### src/rtl/mmio_io_hub_pkg.sv
// Shared memory map, LED command layout, button status layout and LFSR step for the I/O hub.
// The address defaults and bit positions are also used by the assembler test sources.
package mmio_io_hub_pkg;

  localparam logic [11:0] RAND_ADDR_DEF = 12'd5;
  localparam logic [11:0] LED_ADDR_DEF  = 12'd6;
  localparam logic [11:0] BTN_ADDR_DEF  = 12'd7;

  localparam int LED_ON_BIT    = 0;
  localparam int LED_CH_LSB    = 1;
  localparam int BTN_LEVEL_LSB = 16;

  localparam logic [31:0] SEED_DEF  = 32'hACE1_2468;
  // Galois taps for x^32 + x^22 + x^2 + x + 1, right-shifting form
  localparam logic [31:0] LFSR_TAPS = 32'h8020_0003;

  typedef enum logic [1:0] {RD_RAM, RD_RAND, RD_BTN} rd_sel_e;

  function automatic logic [31:0] lfsr_step(input logic [31:0] s);
    lfsr_step = {1'b0, s[31:1]} ^ (s[0] ? LFSR_TAPS : 32'h0);
  endfunction

endpackage

### src/rtl/mmio_io_hub_btn_debounce.sv
// One button channel: two-flop synchroniser, stability counter, debounced level and a
// one-cycle pulse registered on each debounced rising transition.
module mmio_io_hub_btn_debounce #(
  parameter int DEBOUNCE_CYCLES = 500_000
) (
  input  logic clock,
  input  logic reset,
  input  logic raw,
  output logic level,
  output logic rise
);

  localparam int CNT_W = (DEBOUNCE_CYCLES < 2) ? 1 : $clog2(DEBOUNCE_CYCLES);
  localparam logic [CNT_W-1:0] CNT_LAST = CNT_W'(DEBOUNCE_CYCLES - 1);

  logic             sync1;
  logic             sync2;
  logic [CNT_W-1:0] cnt;

  // The level only moves after DEBOUNCE_CYCLES consecutive samples disagree with it
  always_ff @(posedge clock) begin
    if (reset) begin
      sync1 <= 1'b0;
      sync2 <= 1'b0;
      level <= 1'b0;
      rise  <= 1'b0;
      cnt   <= '0;
    end else begin
      sync1 <= raw;
      sync2 <= sync1;
      rise  <= 1'b0;
      if (sync2 != level) begin
        if (cnt == CNT_LAST) begin
          level <= sync2;
          rise  <= sync2;
          cnt   <= '0;
        end else begin
          cnt <= cnt + CNT_W'(1);
        end
      end else begin
        cnt <= '0;
      end
    end
  end

endmodule

### src/rtl/mmio_io_hub.sv
// Memory-mapped I/O hub: LED channels with steady/timed-flash modes, debounced buttons with
// sticky press flags, and a reseedable 32-bit LFSR, all sitting in front of data RAM reads.
module mmio_io_hub
  import mmio_io_hub_pkg::*;
#(
  parameter int          NUM_CH          = 4,
  parameter int          CH_W            = 2,
  parameter logic [11:0] RAND_ADDR       = RAND_ADDR_DEF,
  parameter logic [11:0] LED_ADDR        = LED_ADDR_DEF,
  parameter logic [11:0] BTN_ADDR        = BTN_ADDR_DEF,
  parameter int          FLASH_CYCLES    = 25_000_000,
  parameter int          DEBOUNCE_CYCLES = 500_000,
  parameter logic [31:0] SEED            = SEED_DEF
) (
  input  logic              clock,
  input  logic              reset,
  input  logic [11:0]       mem_addr,
  input  logic              mem_wen,
  input  logic [31:0]       mem_wdata,
  input  logic [31:0]       ram_rdata,
  output logic [31:0]       mem_rdata,
  input  logic [NUM_CH-1:0] btn_raw,
  output logic [NUM_CH-1:0] led
);

  localparam int TMR_W = $clog2(FLASH_CYCLES + 1);

  logic              led_hit;
  logic              rand_hit;
  logic              btn_hit;
  logic              cmd_on;
  logic              cmd_timed;
  logic [CH_W-1:0]   cmd_ch;
  logic [TMR_W-1:0]  timer [NUM_CH];
  logic [31:0]       lfsr;
  logic [31:0]       reseed;
  logic [NUM_CH-1:0] btn_level;
  logic [NUM_CH-1:0] btn_rise;
  logic [NUM_CH-1:0] btn_flag;
  logic [31:0]       btn_status;
  rd_sel_e           rd_sel;

  assign led_hit   = mem_wen && (mem_addr == LED_ADDR);
  assign rand_hit  = mem_wen && (mem_addr == RAND_ADDR);
  assign btn_hit   = mem_wen && (mem_addr == BTN_ADDR);
  assign cmd_on    = mem_wdata[LED_ON_BIT];
  assign cmd_ch    = mem_wdata[LED_CH_LSB +: CH_W];
  assign cmd_timed = mem_wdata[LED_CH_LSB + CH_W];
  assign reseed    = lfsr_step(lfsr) ^ mem_wdata;

  // A command to a channel wins over that channel's countdown; out-of-range channels match nothing
  always_ff @(posedge clock) begin
    if (reset) begin
      led <= '0;
      for (int i = 0; i < NUM_CH; i++) timer[i] <= '0;
    end else begin
      for (int i = 0; i < NUM_CH; i++) begin
        if (led_hit && (int'(cmd_ch) == i)) begin
          if (cmd_timed && cmd_on) begin
            led[i]   <= 1'b1;
            timer[i] <= TMR_W'(FLASH_CYCLES);
          end else begin
            led[i]   <= cmd_on;
            timer[i] <= '0;
          end
        end else if (timer[i] != '0) begin
          timer[i] <= timer[i] - TMR_W'(1);
          if (timer[i] == TMR_W'(1)) led[i] <= 1'b0;
        end
      end
    end
  end

  // A reseed that would lock the LFSR at zero falls back to the seed
  always_ff @(posedge clock) begin
    if (reset) begin
      lfsr <= SEED;
    end else if (rand_hit) begin
      lfsr <= (reseed == 32'h0) ? SEED : reseed;
    end else begin
      lfsr <= lfsr_step(lfsr);
    end
  end

  genvar g;
  for (g = 0; g < NUM_CH; g++) begin : g_btn
    mmio_io_hub_btn_debounce #(.DEBOUNCE_CYCLES(DEBOUNCE_CYCLES)) u_deb (
      .clock (clock),
      .reset (reset),
      .raw   (btn_raw[g]),
      .level (btn_level[g]),
      .rise  (btn_rise[g])
    );
  end

  // A new press in the same cycle as a clear keeps the flag set
  always_ff @(posedge clock) begin
    if (reset) begin
      btn_flag <= '0;
    end else begin
      btn_flag <= (btn_flag & ~(btn_hit ? mem_wdata[NUM_CH-1:0] : '0)) | btn_rise;
    end
  end

  always_comb begin
    btn_status = '0;
    btn_status[BTN_LEVEL_LSB +: NUM_CH] = btn_level;
    btn_status[NUM_CH-1:0] = btn_flag;
  end

  always_comb begin
    rd_sel = RD_RAM;
    if (mem_addr == RAND_ADDR)     rd_sel = RD_RAND;
    else if (mem_addr == BTN_ADDR) rd_sel = RD_BTN;
  end

  always_comb begin
    case (rd_sel)
      RD_RAND: mem_rdata = lfsr;
      RD_BTN:  mem_rdata = btn_status;
      default: mem_rdata = ram_rdata;
    endcase
  end

endmodule

### config.mk
export PLATFORM = sky130hd
export DESIGN_NAME = mmio_io_hub
export DESIGN_NICKNAME = d
export VERILOG_FILES = /design/src/rtl/mmio_io_hub_pkg.sv /design/src/rtl/mmio_io_hub_btn_debounce.sv /design/src/rtl/mmio_io_hub.sv
export SDC_FILE = /design/constraint.sdc
export NUM_CORES = 1
export LEC_CHECK = 0
export CAP_MARGIN = 0
export CORE_UTILIZATION = 50
export CTS_BUF_LIST = sky130_fd_sc_hd__clkbuf_8
export DETAILED_ROUTE_END_ITERATION = 8
export GPL_TIMING_DRIVEN = 0
export HOLD_SLACK_MARGIN = 0.12
export PLACE_DENSITY = 0.73
export SETUP_SLACK_MARGIN = 0.15
export SYNTH_ARGS = -nofsm -noshare
export SYNTH_HDL_FRONTEND = slang
export SYNTH_SLANG_ARGS = --single-unit
### constraint.sdc
create_clock -name clock -period 6.7 [get_ports clock]
set_input_delay 0.67 -clock clock [delete_from_list [all_inputs] [get_ports clock]]
set_output_delay 0.67 -clock clock [all_outputs]
set_load 0.01 [all_outputs]
# --- Word-level counts from Yosys, hierarchy flattened ---
# Memory sizes are Yosys's and may differ from the RTL's.
# Index checks and enable logic that the tools add are counted.
totals:
  ramBits: 100
  in_bits: 83
  reg_bits: 132
  mem_count: 1
  wordCells: 194
classes:
  bitwise_logic: 25
  n_mux: 76
  n_addsub: 8
  n_reduce_logical: 38
  eq_ne: 20
memory_table:
  columns: ["name", "words", "width", "rd", "rd_ports_with_merged_regs", "wr", "line_no", "text"]
  rows:
  - ["timer", 4, 25, 4, 0, 4, "mmio_io_hub.sv:34", "logic [TMR_W-1:0] timer [NUM_CH];"]
ops:
  columns: ["operator", "n"]
  rows:
  - ["25-bit two-way mux", 12]
  - ["25-bit by 1-bit equality test with 1-bit output, second input constant", 4]
  - ["25-bit nonzero test", 4]
  - ["25-bit by 1-bit subtractor with 25-bit output, second input constant", 4]
  - ["32-bit two-way mux", 3]
  - ["19-bit by 1-bit adder with 19-bit output, second input constant", 4]
  - ["19-bit equality test, second input constant", 4]
  - ["32-bit case mux with 2 select lines", 1]
  - ["1-bit two-way mux", 57]
  - ["12-bit by 3-bit equality test with 1-bit output, second input constant", 3]
  - ["32-bit logical NOT", 1]
  - ["31-bit by 32-bit XOR with 32-bit output", 1]
  - ["32-bit XOR", 1]
  - ["3-bit OR reduction", 8]
  - ["2-bit AND reduction", 8]
  - ["2-bit nonzero test", 8]
  - ["1-bit bitwise OR", 12]
  - ["1-bit logical AND", 8]
  - ["1-bit inverter", 8]
  - ["2-bit equality test, second input constant", 3]
  - ["4-bit bitwise AND", 1]
  - ["2-bit by 1-bit equality test with 1-bit output, second input constant", 2]
  - ["2-bit two-way mux", 2]
  - ["4-bit two-way mux", 1]
  - ["other kinds (4)", 7]

# --- Depth between registers and ports, before layout ---
logic_depth:
  word_depth: 9
  depth_mapped: 8

# --- Hierarchy ---
# Synthesis repeated with hierarchy kept, for this count alone.
unflattened:
  cells_unflattened: 1372
  area_unflattened_um2: 12724.7
modules_own_cells:
  columns: ["mod", "n_inst", "seq_area_each_um2", "area_each_um2", "cells_per_inst"]
  rows:
  - ["mmio_io_hub", 1, 3803.6, 8523.2, 915]
  - ["mmio_io_hub_btn_debounce (g_btn[0].u_deb ...)", 3, 460.4, 1032.2, 114]
  - ["mmio_io_hub_btn_debounce (g_btn[3].u_deb)", 1, 460.4, 1104.8, 115]

# --- Worst setup path before layout ---
# OpenSTA, ideal clock, no wires.
synth_path:
  path_kind: "input to register"
  start: "input port mem_addr[5]"
  end: "memory timer[0][0] in the netlist's numbering, enable pin"
  arrival_ps: 2549
  path_stages: 5
  required_time_ps: 6314
  setup_slack_ps: 3766
  cell_sequence: "or4_1 -> buf_4 -> nor4_4 -> nor2_1 -> nand2b_1"
synth_lines:
  columns: ["element", "line_no", "text"]
  rows:
  - ["from (decl)", "mmio_io_hub.sv:17", "input logic [11:0] mem_addr,"]
  - ["to (decl)", "mmio_io_hub.sv:34", null]

# --- Worst setup path in the final report ---
layout_path:
  start: "input port mem_addr[5]"
  end: "output port mem_rdata[17]"
layout_between:
  elab_chain_cells: 5
layout_rtl:
  columns: ["element", "line_no", "text"]
  rows:
  - ["12-bit by 3-bit equality test with 1-bit output", "mmio_io_hub.sv:114", "else if (mem_addr == BTN_ADDR) rd_sel = RD_BTN;"]
  - ["2-bit two-way mux", "mmio_io_hub.sv:114", null]
  - ["2-bit two-way mux (*)", "mmio_io_hub.sv:113", "if (mem_addr == RAND_ADDR) rd_sel = RD_RAND;"]
  - ["2-bit equality test or 2-bit by 1-bit equality test with 1-bit output (tied branches)", "mmio_io_hub.sv:118", "case (rd_sel)"]
  - ["32-bit case mux with 2 select lines (*)", "mmio_io_hub.sv:118", null]
  - ["to (decl)", "mmio_io_hub.sv:21", "output logic [31:0] mem_rdata,"]
# Mark *: on every way between the ends. The rest lies on a longest branch, timed or not.

==> metrics <==
mean cell area of the mapped netlist=9.10 sq um; area share of xor/xnor cells in the synthesized design=0.149; final worst hold slack=0.436 ns; number of non-filler instances in the completed layout=1853; count of yosys warnings during synthesis=0; total core area=23800 sq um; setup-violating endpoint count in the final report=0; cts-stage hold buffer count=0; setup repair bufs after CTS=0; standard-cell row count=56; maximum capacitance violations=0; number of placed cells counting well taps=1779; final count of pins violating max slew=0; Total Power=5.16 mW; crit-path cells=clkdlybuf4s50_1 > nor4_1 > nand4_1 > clkbuf_1 > o21ai_0 > clkdlybuf4s50_1; synthesized flop and latch total=232; Post-synth EDFFs=100; layout overhead on the synthesized area=19.1%; share of synthesized registers carrying an async set or reset=0; number of nets in the layout=1601; tightest slew margin relative to the limit=0.212; critical setup path kind=primary input to output pin; Die Outline Area=25100 sq um; Port-buffer cells=114; TNS Setup=0 ns; Clock Root Buffer=sky130_fd_sc_hd__clkbuf_8; Starting DRT DRC Count=686; worst-skew pair later-pin latency=0.55 ns; final critical-path share of the clock period=0.652; critical path's largest stage delay=0.73 ns; TritonCTS Sinks=232; post-DP HPWL=20900 um; buffers from clock root to sink, at most=3; share of synthesized cell area in full adder, half adder and majority cells=0.0163; Least-Margin Pin Slew=1.18 ns; number of vias per cell after detailed routing=5.41; share of layout cells above drive strength 1=0.0554; Endpoint, Worst Hold=g_btn[1].u_deb.sync2$_SDFF_PP0_; main flop type after synthesis=sky130_fd_sc_hd__dfxtp_1; top achievable clock speed=229 MHz; RSZ-0062 raised after global routing=no; cell accounting for the most synthesized area=sky130_fd_sc_hd__edfxtp_1; worst path arrival time=3.70 ns; number of resized instances in the post-cts repair step=0; Die X=159 um; starting density of the core=0.516; Total Routed Length=29200 um; synthesized-area fraction occupied by ao, oa, aoi and oai cells=0.0531; height of the die=159 um; critical path peak fanout=10; reg-to-reg critical path endpoint=timer[2][18]$_SDFFCE_PN0P_; leakage power=5.26 nW; global-route congestion overflow total=0; length of the first detailed-routing pass in iterations=5; Worst Hold Depth=1; Worst Reg-to-Reg Cells=4; launch instance of the worst register-to-register path=timer[2][11]$_SDFFCE_PN0P_; Worst path most repeated cell=sky130_fd_sc_hd__clkdlybuf4s50_1; leading cell types by total area after synthesis=sky130_fd_sc_hd__edfxtp_1 25%, sky130_fd_sc_hd__dfxtp_1 22%, sky130_fd_sc_hd__xnor2_1 7.9%; net count after synthesis=1445; number of vias in the routed layout=10000; critical path required time=6.03 ns; startpoint of the worst hold path=g_btn[1].u_deb.sync1$_SDFF_PP0_; worst supply voltage drop on vdd=0.000157 V; Final Hold Fails=0; count of unique library cells instantiated by Yosys=56; first-pass GRT wire length=47600 um; min-delay worst type=flip-flop to flip-flop; number of buffers created by CTS=40; Gate Count Post-Synth=1346; register-to-register setup slack=3.49 ns; area share of the leading cell type in the synthesized netlist=0.245; status=finished, final reports clean; global-route usage over all layers=0.238; post-synthesis cell area=12200 sq um; DRC errors left=0; TritonCTS clock tree=built; register area share after synthesis=0.461; share of synthesized cell area in and, or, nand and nor gates=0.288; clock slew at the register clock pins of the worst setup and hold paths=0.06 ns; min cycle time layout=4.37 ns; type of destination of the critical path=output pin; Routed WL per cell=15.7 um; pin count of the biggest net entering global routing=26; count of boundary I/O pins=119; dominant combinational cell family by area after synthesis=simple AND/OR/NAND/NOR gates; post-detailed-route count of antenna-violating nets=0; weighted congestion reported at the end of routability-driven placement=0.835; multiplexer area fraction after synthesis=0.00981; skew final=0.0217 ns; vias in the first global route=9659; CTS HTree Levels=2; Max stage delay cell, worst path=sky130_fd_sc_hd__nor4_1; crit path launch type=primary input; Pwr per Cell Area=354 nW/um^2; initial antenna violation count=0
[kinds of logic (layout without fill, tap and decap cells)]
family                   count (synthesis)  count (layout)
AND/OR/NAND/NOR                        692             692
flip-flops                             232             232
XOR/XNOR                               208             208
buffers and inverters                   69             256
adder cells (fa/ha/maj)                 16              16
other                                    0               1
AO/OA/AOI/OAI                          117             117
multiplexers                            12              12
[layer usage]
layer  up-vias  wire [um]  share of wire  GRT usage
met5         -          0              0          0
met4         0        617          0.021     0.0701
met3        48       1680          0.058     0.0498
met2       227      13700           0.47      0.400
met1      4713      13200           0.45      0.308
li1       5044          -              -          -
[stage by stage]
| stage | cell area [sq um] | util | setup WS [ns] |
|---|---|---|---|
| 4_1_cts | 14600 | 0.614 | 2.29 |
| 6_report | 14600 | 0.614 | 2.33 |
| 5_1_grt | 14600 | 0.614 | 2.07 |
| 2_1_floorplan | 12200 | - | 3.77 |
| 3_5_place_dp | 13800 | 0.580 | 2.33 |
| 3_3_place_gp | 13800 | 0.580 | 2.28 |
[worst max-delay path by stage]
stage / from / end / slack, ns / cells after the start
2_1_floorplan: mem_addr[5] / timer[0][0]$_SDFFCE_PN0P_ / 3.77 / 5
3_3_place_gp: mem_addr[3] / mem_rdata[17] / 2.28 / 6
3_5_place_dp: mem_addr[3] / mem_rdata[1] / 2.33 / 6
4_1_cts: mem_addr[3] / mem_rdata[1] / 2.29 / 6
5_1_grt: mem_addr[3] / mem_rdata[1] / 2.07 / 6
6_report: mem_addr[5] / mem_rdata[17] / 2.33 / 6
[critical path: cells and delay by family]
kind | cells | cell delay (ns)
AO/OA/AOI/OAI | 1 | 0.35
buffers and inverters | 3 | 1.44
AND/OR/NAND/NOR | 2 | 1.23
[flip-flops by register name (all words and copies together), names as in the netlist]
signal	cells
timer	100
g_btn.u_deb.cnt	76
lfsr	32
btn_flag	4
g_btn.u_deb.level	4
g_btn.u_deb.rise	4
g_btn.u_deb.sync1	4
g_btn.u_deb.sync2	4
led	4
[layout by cell type, fill, tap and decap left out, types with 7 or more instances in the layout]
cell,count
sky130_fd_sc_hd__nor2b_1,12
sky130_fd_sc_hd__clkbuf_1,34
sky130_fd_sc_hd__buf_2,10
sky130_fd_sc_hd__ha_1,16
sky130_fd_sc_hd__xnor2_1,111
sky130_fd_sc_hd__nor4b_1,10
sky130_fd_sc_hd__nor4_1,36
sky130_fd_sc_hd__nand3b_1,16
sky130_fd_sc_hd__nor3_1,38
sky130_fd_sc_hd__xor2_1,97
sky130_fd_sc_hd__nand2b_1,32
sky130_fd_sc_hd__or4_1,15
sky130_fd_sc_hd__a21oi_1,52
sky130_fd_sc_hd__nand4b_1,7
sky130_fd_sc_hd__inv_1,33
sky130_fd_sc_hd__dfxtp_1,132
sky130_fd_sc_hd__clkbuf_8,48
sky130_fd_sc_hd__nand3_1,60
sky130_fd_sc_hd__nor2_1,207
sky130_fd_sc_hd__and3_1,16
sky130_fd_sc_hd__nand4_1,58
sky130_fd_sc_hd__clkdlybuf4s50_1,114
sky130_fd_sc_hd__edfxtp_1,100
sky130_fd_sc_hd__o21ai_0,44
sky130_fd_sc_hd__nand2_1,139
sky130_fd_sc_hd__or3_1,15
sky130_fd_sc_hd__mux2i_1,12
[where the power goes]
group          switching [mW]  internal [mW]  total (mW)
sequential              0.264           1.85        2.11
combinational            1.01          0.764        1.78
clock                   0.582          0.690        1.27
total                    1.86           3.30        5.16
[cell type report]
cell class | count | area (sq um)
Timing Repair Buffer | 114 | 1140
Buffer | 50 | 211
Sequential cell | 232 | 5650
Antenna cell | 1 | 2.50
Fill cell | 2066 | 9170
Inverter | 19 | 71.3
Clock buffer | 48 | 661
Clock inverter | 25 | 134
Tap cell | 319 | 399
Multi-Input combinational cell | 1045 | 6320
[Yosys cell counts (2+ instances only)]
cell	n
sky130_fd_sc_hd__nor2_1	207
sky130_fd_sc_hd__nand2_1	139
sky130_fd_sc_hd__dfxtp_1	132
sky130_fd_sc_hd__xnor2_1	111
sky130_fd_sc_hd__edfxtp_1	100
sky130_fd_sc_hd__xor2_1	97
sky130_fd_sc_hd__nand3_1	60
sky130_fd_sc_hd__nand4_1	58
sky130_fd_sc_hd__a21oi_1	52
sky130_fd_sc_hd__o21ai_0	44
sky130_fd_sc_hd__nor3_1	38
sky130_fd_sc_hd__nor4_1	36
sky130_fd_sc_hd__clkbuf_1	34
sky130_fd_sc_hd__nand2b_1	32
sky130_fd_sc_hd__inv_1	18
sky130_fd_sc_hd__and3_1	16
sky130_fd_sc_hd__ha_1	16
sky130_fd_sc_hd__nand3b_1	16
sky130_fd_sc_hd__or3_1	15
sky130_fd_sc_hd__or4_1	15
sky130_fd_sc_hd__mux2i_1	12
sky130_fd_sc_hd__nor2b_1	12
sky130_fd_sc_hd__buf_2	10
sky130_fd_sc_hd__nor4b_1	10
sky130_fd_sc_hd__nand4b_1	7
sky130_fd_sc_hd__and2_1	6
sky130_fd_sc_hd__and4_1	5
sky130_fd_sc_hd__nor3b_1	5
sky130_fd_sc_hd__o31ai_1	5
sky130_fd_sc_hd__buf_1	4
sky130_fd_sc_hd__nor4_4	3
sky130_fd_sc_hd__or2_2	3
sky130_fd_sc_hd__a21o_1	2
sky130_fd_sc_hd__nor3_2	2
sky130_fd_sc_hd__o21ai_1	2
sky130_fd_sc_hd__o41ai_1	2
Power figures use the tool's default switching activity.
